==> config.mk <==
export PLATFORM = sky130hd
export DESIGN_NAME = alu_multiciclo
export DESIGN_NICKNAME = d
export VERILOG_FILES = /design/src/rtl/alu_multiciclo.sv
export SDC_FILE = /design/constraint.sdc
export NUM_CORES = 1
export LEC_CHECK = 0
export CAP_MARGIN = 15
export CORE_MARGIN = 2
export CORE_UTILIZATION = 55
export DETAILED_ROUTE_END_ITERATION = 10
export PLACE_DENSITY_LB_ADDON = 0.3
export SKIP_LAST_GASP = 1
export SYNTH_ARGS = -nofsm -noshare
export SYNTH_HDL_FRONTEND = slang
export SYNTH_SLANG_ARGS = --single-unit
==> constraint.sdc <==
create_clock -name Clock -period 12.3 [get_ports Clock]
set_clock_uncertainty 0.05 [all_clocks]
set_input_delay 2.46 -clock Clock [delete_from_list [all_inputs] [get_ports Clock]]
set_output_delay 2.46 -clock Clock [all_outputs]
set_load 0.005 [all_outputs]
==> src/rtl/alu_multiciclo.sv <==
// Multi-cycle ALU: single-cycle logic/arith ops plus iterative signed mult/div.
// Hi carries the product upper word or the division remainder.
module alu_multiciclo #(
   parameter int unsigned WIDTH = 32
) (
   input  logic             Clock,
   input  logic             Reset,
   input  logic             Inicio,
   input  logic [5:0]       ALU_Ctrl,
   input  logic [WIDTH-1:0] A,
   input  logic [WIDTH-1:0] B,
   output logic             Ocupado,
   output logic             Pronto,
   output logic [WIDTH-1:0] Resultado,
   output logic [WIDTH-1:0] Hi,
   output logic             Zero,
   output logic             Div_Zero,
   output logic             Invalido
);

   localparam int unsigned CntW = $clog2(WIDTH) + 1;

   localparam logic [5:0] OpAdd  = 6'b000000;
   localparam logic [5:0] OpSub  = 6'b000001;
   localparam logic [5:0] OpMult = 6'b000010;
   localparam logic [5:0] OpDiv  = 6'b000011;
   localparam logic [5:0] OpOr   = 6'b000100;
   localparam logic [5:0] OpAnd  = 6'b000101;
   localparam logic [5:0] OpNot  = 6'b000110;
   localparam logic [5:0] OpSlt  = 6'b000111;
   localparam logic [5:0] OpSle  = 6'b100100;
   localparam logic [5:0] OpSge  = 6'b100101;

   typedef enum logic [1:0] {StOcioso, StMult, StDiv, StAjuste} state_e;

   state_e            state_q, state_d;
   logic [CntW-1:0]   cnt_q, cnt_d;
   logic [WIDTH-1:0]  acc_hi_q, acc_hi_d;
   logic [WIDTH-1:0]  acc_lo_q, acc_lo_d;
   logic [WIDTH-1:0]  opnd_q, opnd_d;
   logic              is_div_q, is_div_d;
   logic              neg_res_q, neg_res_d;
   logic              neg_rem_q, neg_rem_d;
   logic              ocupado_q, ocupado_d;
   logic              pronto_q, pronto_d;
   logic [WIDTH-1:0]  res_q, res_d;
   logic [WIDTH-1:0]  hi_q, hi_d;
   logic              zero_q, zero_d;
   logic              div_zero_q, div_zero_d;
   logic              invalido_q, invalido_d;

   logic [WIDTH-1:0]   a_mag, b_mag;
   logic [WIDTH:0]     mult_sum;
   logic [WIDTH:0]     div_shift;
   logic               div_ge;
   logic [WIDTH-1:0]   div_rem;
   logic [2*WIDTH-1:0] prod_mag, prod_sgn;
   logic [WIDTH-1:0]   op_res;
   logic               op_inv;

   // Single-cycle operation results
   always_comb begin
      op_res = '0;
      op_inv = 1'b0;
      case (ALU_Ctrl)
         OpAdd:   op_res = A + B;
         OpSub:   op_res = A - B;
         OpOr:    op_res = A | B;
         OpAnd:   op_res = A & B;
         OpNot:   op_res = ~A;
         OpSlt:   op_res = {{(WIDTH-1){1'b0}}, $signed(A) <  $signed(B)};
         OpSle:   op_res = {{(WIDTH-1){1'b0}}, $signed(A) <= $signed(B)};
         OpSge:   op_res = {{(WIDTH-1){1'b0}}, $signed(A) >= $signed(B)};
         default: op_inv = 1'b1;
      endcase
   end

   always_comb begin
      a_mag = A[WIDTH-1] ? -A : A;
      b_mag = B[WIDTH-1] ? -B : B;
      // Shift-add: multiplier sits in acc_lo and drains out the bottom
      mult_sum = {1'b0, acc_hi_q} + (acc_lo_q[0] ? {1'b0, opnd_q} : '0);
      // Restoring division: remainder in acc_hi, quotient shifts into acc_lo
      div_shift = {acc_hi_q, acc_lo_q[WIDTH-1]};
      div_ge = div_shift >= {1'b0, opnd_q};
      div_rem = div_ge ? WIDTH'(div_shift - {1'b0, opnd_q}) : div_shift[WIDTH-1:0];
      prod_mag = {acc_hi_q, acc_lo_q};
      prod_sgn = neg_res_q ? -prod_mag : prod_mag;
   end

   always_comb begin
      state_d    = state_q;
      cnt_d      = cnt_q;
      acc_hi_d   = acc_hi_q;
      acc_lo_d   = acc_lo_q;
      opnd_d     = opnd_q;
      is_div_d   = is_div_q;
      neg_res_d  = neg_res_q;
      neg_rem_d  = neg_rem_q;
      ocupado_d  = ocupado_q;
      pronto_d   = 1'b0;
      res_d      = res_q;
      hi_d       = hi_q;
      div_zero_d = div_zero_q;
      invalido_d = invalido_q;

      unique case (state_q)
         StOcioso: begin
            if (Inicio) begin
               cnt_d = '0;
               if (ALU_Ctrl == OpMult) begin
                  state_d   = StMult;
                  ocupado_d = 1'b1;
                  acc_hi_d  = '0;
                  acc_lo_d  = b_mag;
                  opnd_d    = a_mag;
                  is_div_d  = 1'b0;
                  neg_res_d = A[WIDTH-1] ^ B[WIDTH-1];
                  neg_rem_d = 1'b0;
               end else if (ALU_Ctrl == OpDiv && B != '0) begin
                  state_d   = StDiv;
                  ocupado_d = 1'b1;
                  acc_hi_d  = '0;
                  acc_lo_d  = a_mag;
                  opnd_d    = b_mag;
                  is_div_d  = 1'b1;
                  neg_res_d = A[WIDTH-1] ^ B[WIDTH-1];
                  neg_rem_d = A[WIDTH-1];
               end else if (ALU_Ctrl == OpDiv) begin
                  pronto_d   = 1'b1;
                  res_d      = '0;
                  hi_d       = A;
                  div_zero_d = 1'b1;
                  invalido_d = 1'b0;
               end else begin
                  pronto_d   = 1'b1;
                  res_d      = op_res;
                  hi_d       = '0;
                  div_zero_d = 1'b0;
                  invalido_d = op_inv;
               end
            end
         end
         StMult: begin
            cnt_d    = cnt_q + CntW'(1);
            acc_hi_d = mult_sum[WIDTH:1];
            acc_lo_d = {mult_sum[0], acc_lo_q[WIDTH-1:1]};
            if (cnt_d == CntW'(WIDTH)) state_d = StAjuste;
         end
         StDiv: begin
            cnt_d    = cnt_q + CntW'(1);
            acc_hi_d = div_rem;
            acc_lo_d = {acc_lo_q[WIDTH-2:0], div_ge};
            if (cnt_d == CntW'(WIDTH)) state_d = StAjuste;
         end
         StAjuste: begin
            state_d    = StOcioso;
            ocupado_d  = 1'b0;
            pronto_d   = 1'b1;
            div_zero_d = 1'b0;
            invalido_d = 1'b0;
            if (is_div_q) begin
               res_d = neg_res_q ? -acc_lo_q : acc_lo_q;
               hi_d  = neg_rem_q ? -acc_hi_q : acc_hi_q;
            end else begin
               res_d = prod_sgn[WIDTH-1:0];
               hi_d  = prod_sgn[2*WIDTH-1:WIDTH];
            end
         end
         default: state_d = StOcioso;
      endcase

      zero_d = (res_d == '0);
   end

   always_ff @(posedge Clock or posedge Reset) begin
      if (Reset) begin
         state_q    <= StOcioso;
         cnt_q      <= '0;
         acc_hi_q   <= '0;
         acc_lo_q   <= '0;
         opnd_q     <= '0;
         is_div_q   <= 1'b0;
         neg_res_q  <= 1'b0;
         neg_rem_q  <= 1'b0;
         ocupado_q  <= 1'b0;
         pronto_q   <= 1'b0;
         res_q      <= '0;
         hi_q       <= '0;
         zero_q     <= 1'b0;
         div_zero_q <= 1'b0;
         invalido_q <= 1'b0;
      end else begin
         state_q    <= state_d;
         cnt_q      <= cnt_d;
         acc_hi_q   <= acc_hi_d;
         acc_lo_q   <= acc_lo_d;
         opnd_q     <= opnd_d;
         is_div_q   <= is_div_d;
         neg_res_q  <= neg_res_d;
         neg_rem_q  <= neg_rem_d;
         ocupado_q  <= ocupado_d;
         pronto_q   <= pronto_d;
         res_q      <= res_d;
         hi_q       <= hi_d;
         zero_q     <= zero_d;
         div_zero_q <= div_zero_d;
         invalido_q <= invalido_d;
      end
   end

   assign Ocupado   = ocupado_q;
   assign Pronto    = pronto_q;
   assign Resultado = res_q;
   assign Hi        = hi_q;
   assign Zero      = zero_q;
   assign Div_Zero  = div_zero_q;
   assign Invalido  = invalido_q;

endmodule

After elaboration in Yosys (flattened, before gate mapping)
Index checks and enable logic that the tools add are counted.

operators by class
  equal/unequal tests = 18
  magnitude comparators = 4
  reductions and logical operators = 17
  div/mod/pow operators = 0
  bitwise gates (word level) = 4
  $add $sub $neg = 10
  shift operators = 0
  $mul = 0
  muxes and demuxes = 61

operators by type and width
  operator                                       count
  two-way mux 32 bit                             24
  one-hot mux 32 bit (8 select lines)            1
  one-hot mux 32 bit (3 select lines)            2
  negator 32 bit                                 4
  one-hot mux 32 bit (2 select lines)            2
  two-way mux 64 bit                             1
  negator 64 bit                                 1
  subtractor 32 bit                              2
  adder 32 x 32 -> 33 bit                        1
  greater-or-equal comparator 33 x 32 -> 1 bit   1
  adder 32 bit                                   1
  AND 32 bit                                     1
  greater-or-equal comparator 32 bit             1
  less-or-equal comparator 32 bit                1
  logical NOT 32 bit                             1
  less-than comparator 32 bit                    1
  inverter 32 bit                                1
  OR 32 bit                                      1
  nonzero test 32 bit                            1
  == test 6 x 3 -> 1 bit, second input constant  4
  two-way mux 1 bit                              20
  == test 6 bit, second input constant           3
  == test 6 x 2 -> 1 bit, second input constant  2
  one-hot mux 6 bit (2 select lines)             1
  other kinds (22)                               36

storage, ports and cells
  output and inout bits = 69
  bits in writable memories = 0
  bits in read-only memories = 0
  memories kept = 0
  register bits = 176
  latch bits = 0

Longest topological paths before layout
Gate-level depths: netlist of the first run.

  depth after elaboration = 8
  gate-level depth with buffers = 17

Worst setup path before layout of the first run
OpenSTA, ideal clock, no wires.

  path kind = in2reg
  start = in A[2]
  end = reg zero_q (netlist: Zero)
  required time = 12154 ps
  path slack = 6100 ps
  buffers on the path = 1
  stages on the path = 15
  arrival time = 6054 ps
  setup time = 96 ps
  cells stage by stage = inv_1 > ha_1 > clkbuf_1 > and3_1 > a211oi_1 > o21ai_0 > a311oi_1 > o22ai_1 > a31oi_1 > or4bb_1 > or4_1 > or4b_1 > nor4_1 > nand4bb_1 > nor4_2

on the way
  longest elaborated chain between the ends = 8

ends and longest elaborated chain
  element                                          RTL line  source
  start, declared                                  10        input logic [WIDTH-1:0] A,
  subtractor 32 bit, or another cell as far along  67        OpSub: op_res = A - B;
  one-hot mux 32 bit (8 select lines) *            65        case (ALU_Ctrl)
  two-way mux 32 bit *                             129       end else if (ALU_Ctrl == OpDiv) begin
  two-way mux 32 bit *                             120       end else if (ALU_Ctrl == OpDiv && B != '0) begin
  two-way mux 32 bit *                             111       if (ALU_Ctrl == OpMult) begin
  two-way mux 32 bit *                             109       if (Inicio) begin
  one-hot mux 32 bit (2 select lines) *            107       unique case (state_q)
  logical NOT 32 bit *                             173       zero_d = (res_d == '0);
  net zero_d                                       48        logic zero_q, zero_d;
  end signal, assigned                             206       zero_q <= zero_d;
  end, declared                                    48

Mark *: on every way through the listed nets, which the timed path passes. The rest lies on a longest branch.
A chain may end at the register's enable or synchronous reset.

Worst setup path in the final report of the first run
  start = in ALU_Ctrl[3]
  end = reg zero_q (netlist: Zero)

on the way
  longest elaborated chain between the ends = 8

ends and longest elaborated chain
  element                                      RTL line  source
  start, declared                              9         input logic [5:0] ALU_Ctrl,
  == test 6 bit, or another cell as far along  65
  one-hot mux 32 bit (8 select lines)          65
  two-way mux 32 bit                           129
  two-way mux 32 bit                           120
  two-way mux 32 bit *                         111
  two-way mux 32 bit *                         109
  one-hot mux 32 bit (2 select lines) *        107
  net res_d[2]                                 46        logic [WIDTH-1:0] res_q, res_d;
  logical NOT 32 bit *                         173
  net zero_d                                   48

Marks and branches as above.

==> results.json, run 1 <==
{
  "h-tree-depth": 4,
  "grtUsageTotal": 0.442,
  "initialDrtViolationCount": 3045,
  "r2r_slack_ps": 6750,
  "synth_cell_type_count": 91,
  "status": "finished clean",
  "cts.sinks": 176,
  "port_buffers": 141,
  "final_layout_size_suffix_gt1_frac": 0.0418,
  "design_area_mm2": 0.0225,
  "area_delta_synth_final_pct": 11.2,
  "nets": 2966,
  "yosys.area_share.adder": 0.113,
  "synth_top_area_cell": "dfrtp_1",
  "synthTopCellsByArea": "dfrtp_1, ha_1, xnor2_1, nor2_1, a21oi_1",
  "syn_nets": 2941,
  "cp_slowest_stage_delay_ps": 760,
  "dieArea_mm2": 0.0383,
  "ctsRootBufferMaster": "clkbuf_16",
  "cellLeakagePower_nw": 9.98,
  "crit_chain": "clkdlybuf4s50_1, nor2b_1, nand2_2, o22ai_1, a221oi_1, o21ai_0, a221o_1, or4_1, or4_1, or4b_1, nor4_1, nand4bb_1, nor4_2",
  "tightestPinTransition_ps": 1190,
  "max_slew_margin": 0.206,
  "cts_tree": "built",
  "drc": 0,
  "rsz0062_at_grt": "no",
  "crit_type": "input pin to register",
  "synth_compound_area_frac": 0.311,
  "rows": 70,
  "synth-main-ff-cell": "dfrtp_1",
  "clk_latency_ps": 470,
  "core-area_mm2": 0.0363,
  "antenna_found_initial": 1,
  "routed_wl_mm": 85.8,
  "clk_pin_slew_worst_paths_ps": 80,
  "max_clock_freq_mhz": 132,
  "synth_top_area_share": 0.218,
  "grt_pass1_vias": 21400,
  "finalSetupViolations": 0,
  "dieHeight_um": 196,
  "synth.area.mux_share": 0.0146,
  "worstPathArrival_ps": 7930,
  "r2r-start": "state_q[0]",
  "netlist_area_mm2": 0.0202,
  "grt_pass1_wl_mm": 130,
  "initial_core_util": 0.556,
  "hold_path_startpoint": "Div_Zero",
  "final_common_cell": "nor2_1",
  "crit_path_start_kind": "input pin",
  "fin_util": 0.618,
  "cts_setup_buffers": 0,
  "syn_area_per_cell_um2": 7.51,
  "hold_viol_final": 0,
  "mostFrequentLayoutCells": "nor2_1, nand2_1, a21oi_1, o21ai_0, dfrtp_1",
  "cp.required_ps": 12630,
  "syn_inst": 2688,
  "yosysWarnings": 0,
  "hold_buffers": 0,
  "dp_hpwl_mm": 64.9,
  "slew_viol_final": 0,
  "place_area_mm2": 0.0218,
  "critPathMaxFanout": 32,
  "grt_overflow": 0,
  "min_to": "Div_Zero",
  "diodes": 0,
  "drt-pass1-iter-count": 6,
  "antenna_left": 0,
  "power_density_mw_per_mm2": 208,
  "synth-edff-count": 0,
  "cap_violations": 0,
  "end_kind": "register",
  "io_pins": 142,
  "synth_seq_cells": 176,
  "clock_path_buffers": 2,
  "grt_max_degree": 77,
  "min_path_cells": 2,
  "gp_congestion": 1.06,
  "crit_top_cell": "or4_1",
  "numCtsBuffers": 17,
  "post-route-period-util": 0.618,
  "num_vias": 22600,
  "synth_xor_area_frac": 0.0815,
  "viasPerCell": 7.07,
  "yosys.area_share.simple": 0.200,
  "cts_resized": 0,
  "synth_top_family_by_area": "compound AO/OA/AOI/OAI gates",
  "reg2reg_depth": 15,
  "finalCriticalPeriod_ps": 7600,
  "r2r-end": "Zero",
  "vdd_drop_max_uv": 144,
  "dieWidth_um": 196,
  "min_path_type": "register to register",
  "tns_ps": 0,
  "wl_per_cell_um": 26.8,
  "yosysSeqAreaShare": 0.218,
  "crit_slowest_cell": "clkdlybuf4s50_1",
  "async_flop_share": 1.00
}
==> area by class of cell <==
class / count / area [um^2]
Clock buffer: 20 / 457
Clock inverter: 12 / 146
Fill cell: 3284 / 13900
Inverter: 160 / 606
Multi-Input combinational cell: 2183 / 14600
Sequential cell: 176 / 4400
Tap cell: 468 / 586
Timing Repair Buffer: 175 / 1670
==> sequential cells by signal, summed over array words and instances (netlist names), 2 cells and up <==
| signal | flops |
|---|---|
| Hi | 32 |
| Resultado | 32 |
| acc_hi_q | 32 |
| acc_lo_q | 32 |
| cnt_q | 6 |
| opnd_q | 32 |
| state_q | 2 |
==> power by group <==
| group | internal [mW] | switching [mW] | total [mW] | leakage [nW] |
|---|---|---|---|---|
| clock | 0.316 | 0.286 | 0.602 | 0.297 |
| sequential | 0.807 | 0.253 | 1.06 | 2.20 |
| combinational | 1.10 | 1.91 | 3.01 | 7.48 |
| total | 2.23 | 2.45 | 4.68 | 9.98 |
==> logic make-up after synthesis <==
kind of cell,count (synthesis)
fa+ha+maj,181
mux,29
xor+xnor,188
simple gates,857
buf+inv,329
compound gates,928
flops,176
==> through the flow <==
step / power [mW] / hold slack [ps] / setup WS [ps] / instances
floorplan: 2.93 / 420 / 5020 / 2688
global placement: 3.88 / 413 / 4450 / 3161
detailed placement: 3.95 / 429 / 4390 / 3161
CTS: 4.56 / 446 / 4870 / 3193
global route: 4.93 / 466 / 4550 / 3194
finish: 4.68 / 442 / 4700 / 3194
==> worst max path at each step <==
stage               cells past startpoint         from        to
floorplan                               1        Reset  Div_Zero
global placement                       15         A[2]      Zero
detailed placement                     14         B[1]      Zero
CTS                                    14         B[1]      Zero
global route                           15         A[1]      Zero
finish                                 13  ALU_Ctrl[3]      Zero
==> layer usage <==
metal,up-vias,wire length (um),GRT usage
met4,2,4360,0.208
met1,10800,33600,0.589
li1,9909,-,-
met2,1626,37100,0.678
met3,277,10700,0.103
met5,-,9,0
==> synthesized netlist by cell type, drive strengths merged, types with 13 or more instances <==
library cell and n:
or4 27, nor2 294, a21o 66, a221o 21, o221ai 27, nor4 35
o41ai 23, o22ai 39, o21a 16, buf 25, a221oi 44, xnor2 138
nand2b 24, o21ai 190, a21oi 198, nand2 253, o211ai 23, a22oi 56
a31oi 25, xor2 50, a211oi 23, dfrtp 176, o21bai 23, o31ai 48
nand4 24, and3 13, nor2b 18, inv 158, nand3 49, nor3 46
ha 176, or2 13, mux2i 25, or3 26, clkbuf 144
==> worst max-delay path: cells and delay by family <==
| family | cells | cell delay [ps] |
|---|---|---|
| buffers and inverters | 1 | 760 |
| AOI/OAI and AO/OA | 4 | 1060 |
| and+or+nand+nor | 8 | 3650 |
Note: power is estimated with default switching activity, not from simulation.
==> run 2, diff against run 1 <==
==> constraint.sdc (replaced) <==
create_clock -name Clock -period 6.4 [get_ports Clock]
set_clock_uncertainty 0.05 [all_clocks]
set_input_delay 1.28 -clock Clock [delete_from_list [all_inputs] [get_ports Clock]]
set_output_delay 1.28 -clock Clock [all_outputs]
set_load 0.005 [all_outputs]
==> results.json, run 2 (synthesis gave the netlist of run 1 again) <==
{
  "min_path_type": "register to register",
  "vdd_drop_max_uv": 271,
  "min_to": "Resultado[1]",
  "numCtsBuffers": 17,
  "wl_per_cell_um": 26.1,
  "area_delta_synth_final_pct": 14.4,
  "cts_tree": "built",
  "cp.required_ps": 6730,
  "status": "finished clean",
  "core-area_mm2": 0.0363,
  "mostFrequentLayoutCells": "nor2_1, nand2_1, a21oi_1, o21ai_0, dfrtp_1",
  "tns_ps": 0,
  "post-route-period-util": 0.909,
  "dieWidth_um": 196,
  "worstPathArrival_ps": 6150,
  "rsz0062_at_grt": "no",
  "reg2reg_depth": 16,
  "grt_max_degree": 93,
  "h-tree-depth": 4,
  "initial_core_util": 0.556,
  "diodes": 0,
  "hold_path_startpoint": "Resultado[1]",
  "drt-pass1-iter-count": 6,
  "final_common_cell": "nor2_1",
  "slew_viol_final": 0,
  "cap_violations": 0,
  "dieHeight_um": 196,
  "cellLeakagePower_nw": 10.4,
  "gp_congestion": 1.03,
  "clk_latency_ps": 470,
  "port_buffers": 141,
  "finalSetupViolations": 0,
  "hold_viol_final": 0,
  "io_pins": 142,
  "viasPerCell": 6.93,
  "antenna_left": 0,
  "initialDrtViolationCount": 3124,
  "cts_resized": 0,
  "tightestPinTransition_ps": 955,
  "grtUsageTotal": 0.443,
  "power_density_mw_per_mm2": 388,
  "hold_buffers": 0,
  "grt_pass1_vias": 21500,
  "r2r-end": "acc_hi_q[28]",
  "crit_slowest_cell": "or4_1",
  "critPathMaxFanout": 11,
  "cts.sinks": 176,
  "design_area_mm2": 0.0231,
  "cp_top_family": "simple AND/OR/NAND/NOR gates",
  "cp.depth": 15,
  "grt_overflow": 0,
  "grt_pass1_wl_mm": 130,
  "r2r-start": "acc_lo_q[31]",
  "antenna_found_initial": 1,
  "cts_setup_buffers": 0,
  "dp_hpwl_mm": 66.1,
  "crit_chain": "clkdlybuf4s50_1, inv_1, ha_1, and3_1, a211oi_1, o21ai_0, a311oi_1, o22ai_1, a31oi_1, or4bb_1, or4_1, or4b_1, nor4_1, nand4bb_1, nor4_2",
  "num_vias": 22800,
  "final_layout_size_suffix_gt1_frac": 0.0714,
  "drc": 0,
  "rows": 70,
  "crit_path_start_kind": "input pin",
  "nets": 3055,
  "max_slew_margin": 0.359,
  "ctsRootBufferMaster": "clkbuf_16",
  "routed_wl_mm": 85.6,
  "path_buf_inv": 2,
  "cp_slowest_stage_delay_ps": 620,
  "min_path_cells": 1,
  "clk_pin_slew_worst_paths_ps": 80,
  "end_kind": "register",
  "crit_type": "input pin to register",
  "place_area_mm2": 0.0225,
  "finalCriticalPeriod_ps": 5820,
  "dieArea_mm2": 0.0383,
  "r2r_slack_ps": 1320,
  "clock_path_buffers": 2,
  "max_clock_freq_mhz": 172
}
==> run 2: cell types whose count changed in the layout (fill, tap and decap cells not counted) <==
cell        before  now
buf_4           33  122
clkinv_4         2    0
clkinvlp_4       1    3
nand2_1        250  252
nand2_2          3    1
buf_12           0    1
buf_8            1    0
bufinv_16        2    1
inv_6            3    4
==> run 2: through the flow <==
step	hold slack, ps	instances	worst slack [ps]	power, mW	utilization
detailed placement	437	3251	200	7.64	0.620
global route	491	3283	222	9.49	0.636
global placement	416	3251	275	7.50	0.620
floorplan	420	2688	296	5.64	-
finish	456	3283	581	8.98	0.636
CTS	458	3283	662	8.76	0.636
==> run 2: worst max path at each step <==
stage,startpoint,to
3_5_place_dp,B[4],Zero
6_report,B[4],Zero
3_3_place_gp,B[4],Zero
2_1_floorplan,Reset,Div_Zero
4_1_cts,B[4],Zero
5_1_grt,B[4],Zero
==> run 2: routing by layer <==
layer,wire [um],track usage,vias up
met1,33900,0.601,10800
met5,13,0,-
li1,-,-,10100
met3,9990,0.0750,283
met4,4800,0.221,2
met2,36900,0.683,1627
==> run 2: area by class of cell <==
class,count,area [um^2]
timing repair buffer,264,2350
fill,3301,13200
sequential,176,4400
tap,468,586
inverter,160,606
clock buffer,20,457
clock inverter,12,123
multi-input combinational,2183,14600
==> run 2: worst reg2reg max path, delay by kind of cell (launching register included) <==
kind / cells / cell delay (ps)
AND/OR/NAND/NOR: 1 / 90
XOR/XNOR: 1 / 110
AO/OA/AOI/OAI: 10 / 3210
adder cells (fa/ha/maj): 2 / 640
flip-flops: 1 / 480
buffers and inverters: 2 / 350
==> run 2: where the power goes <==
group | total, mW | internal (mW) | switching [mW]
logic | 5.82 | 2.18 | 3.64
registers | 2.04 | 1.55 | 0.487
clock network | 1.12 | 0.568 | 0.549
total | 8.98 | 4.30 | 4.67
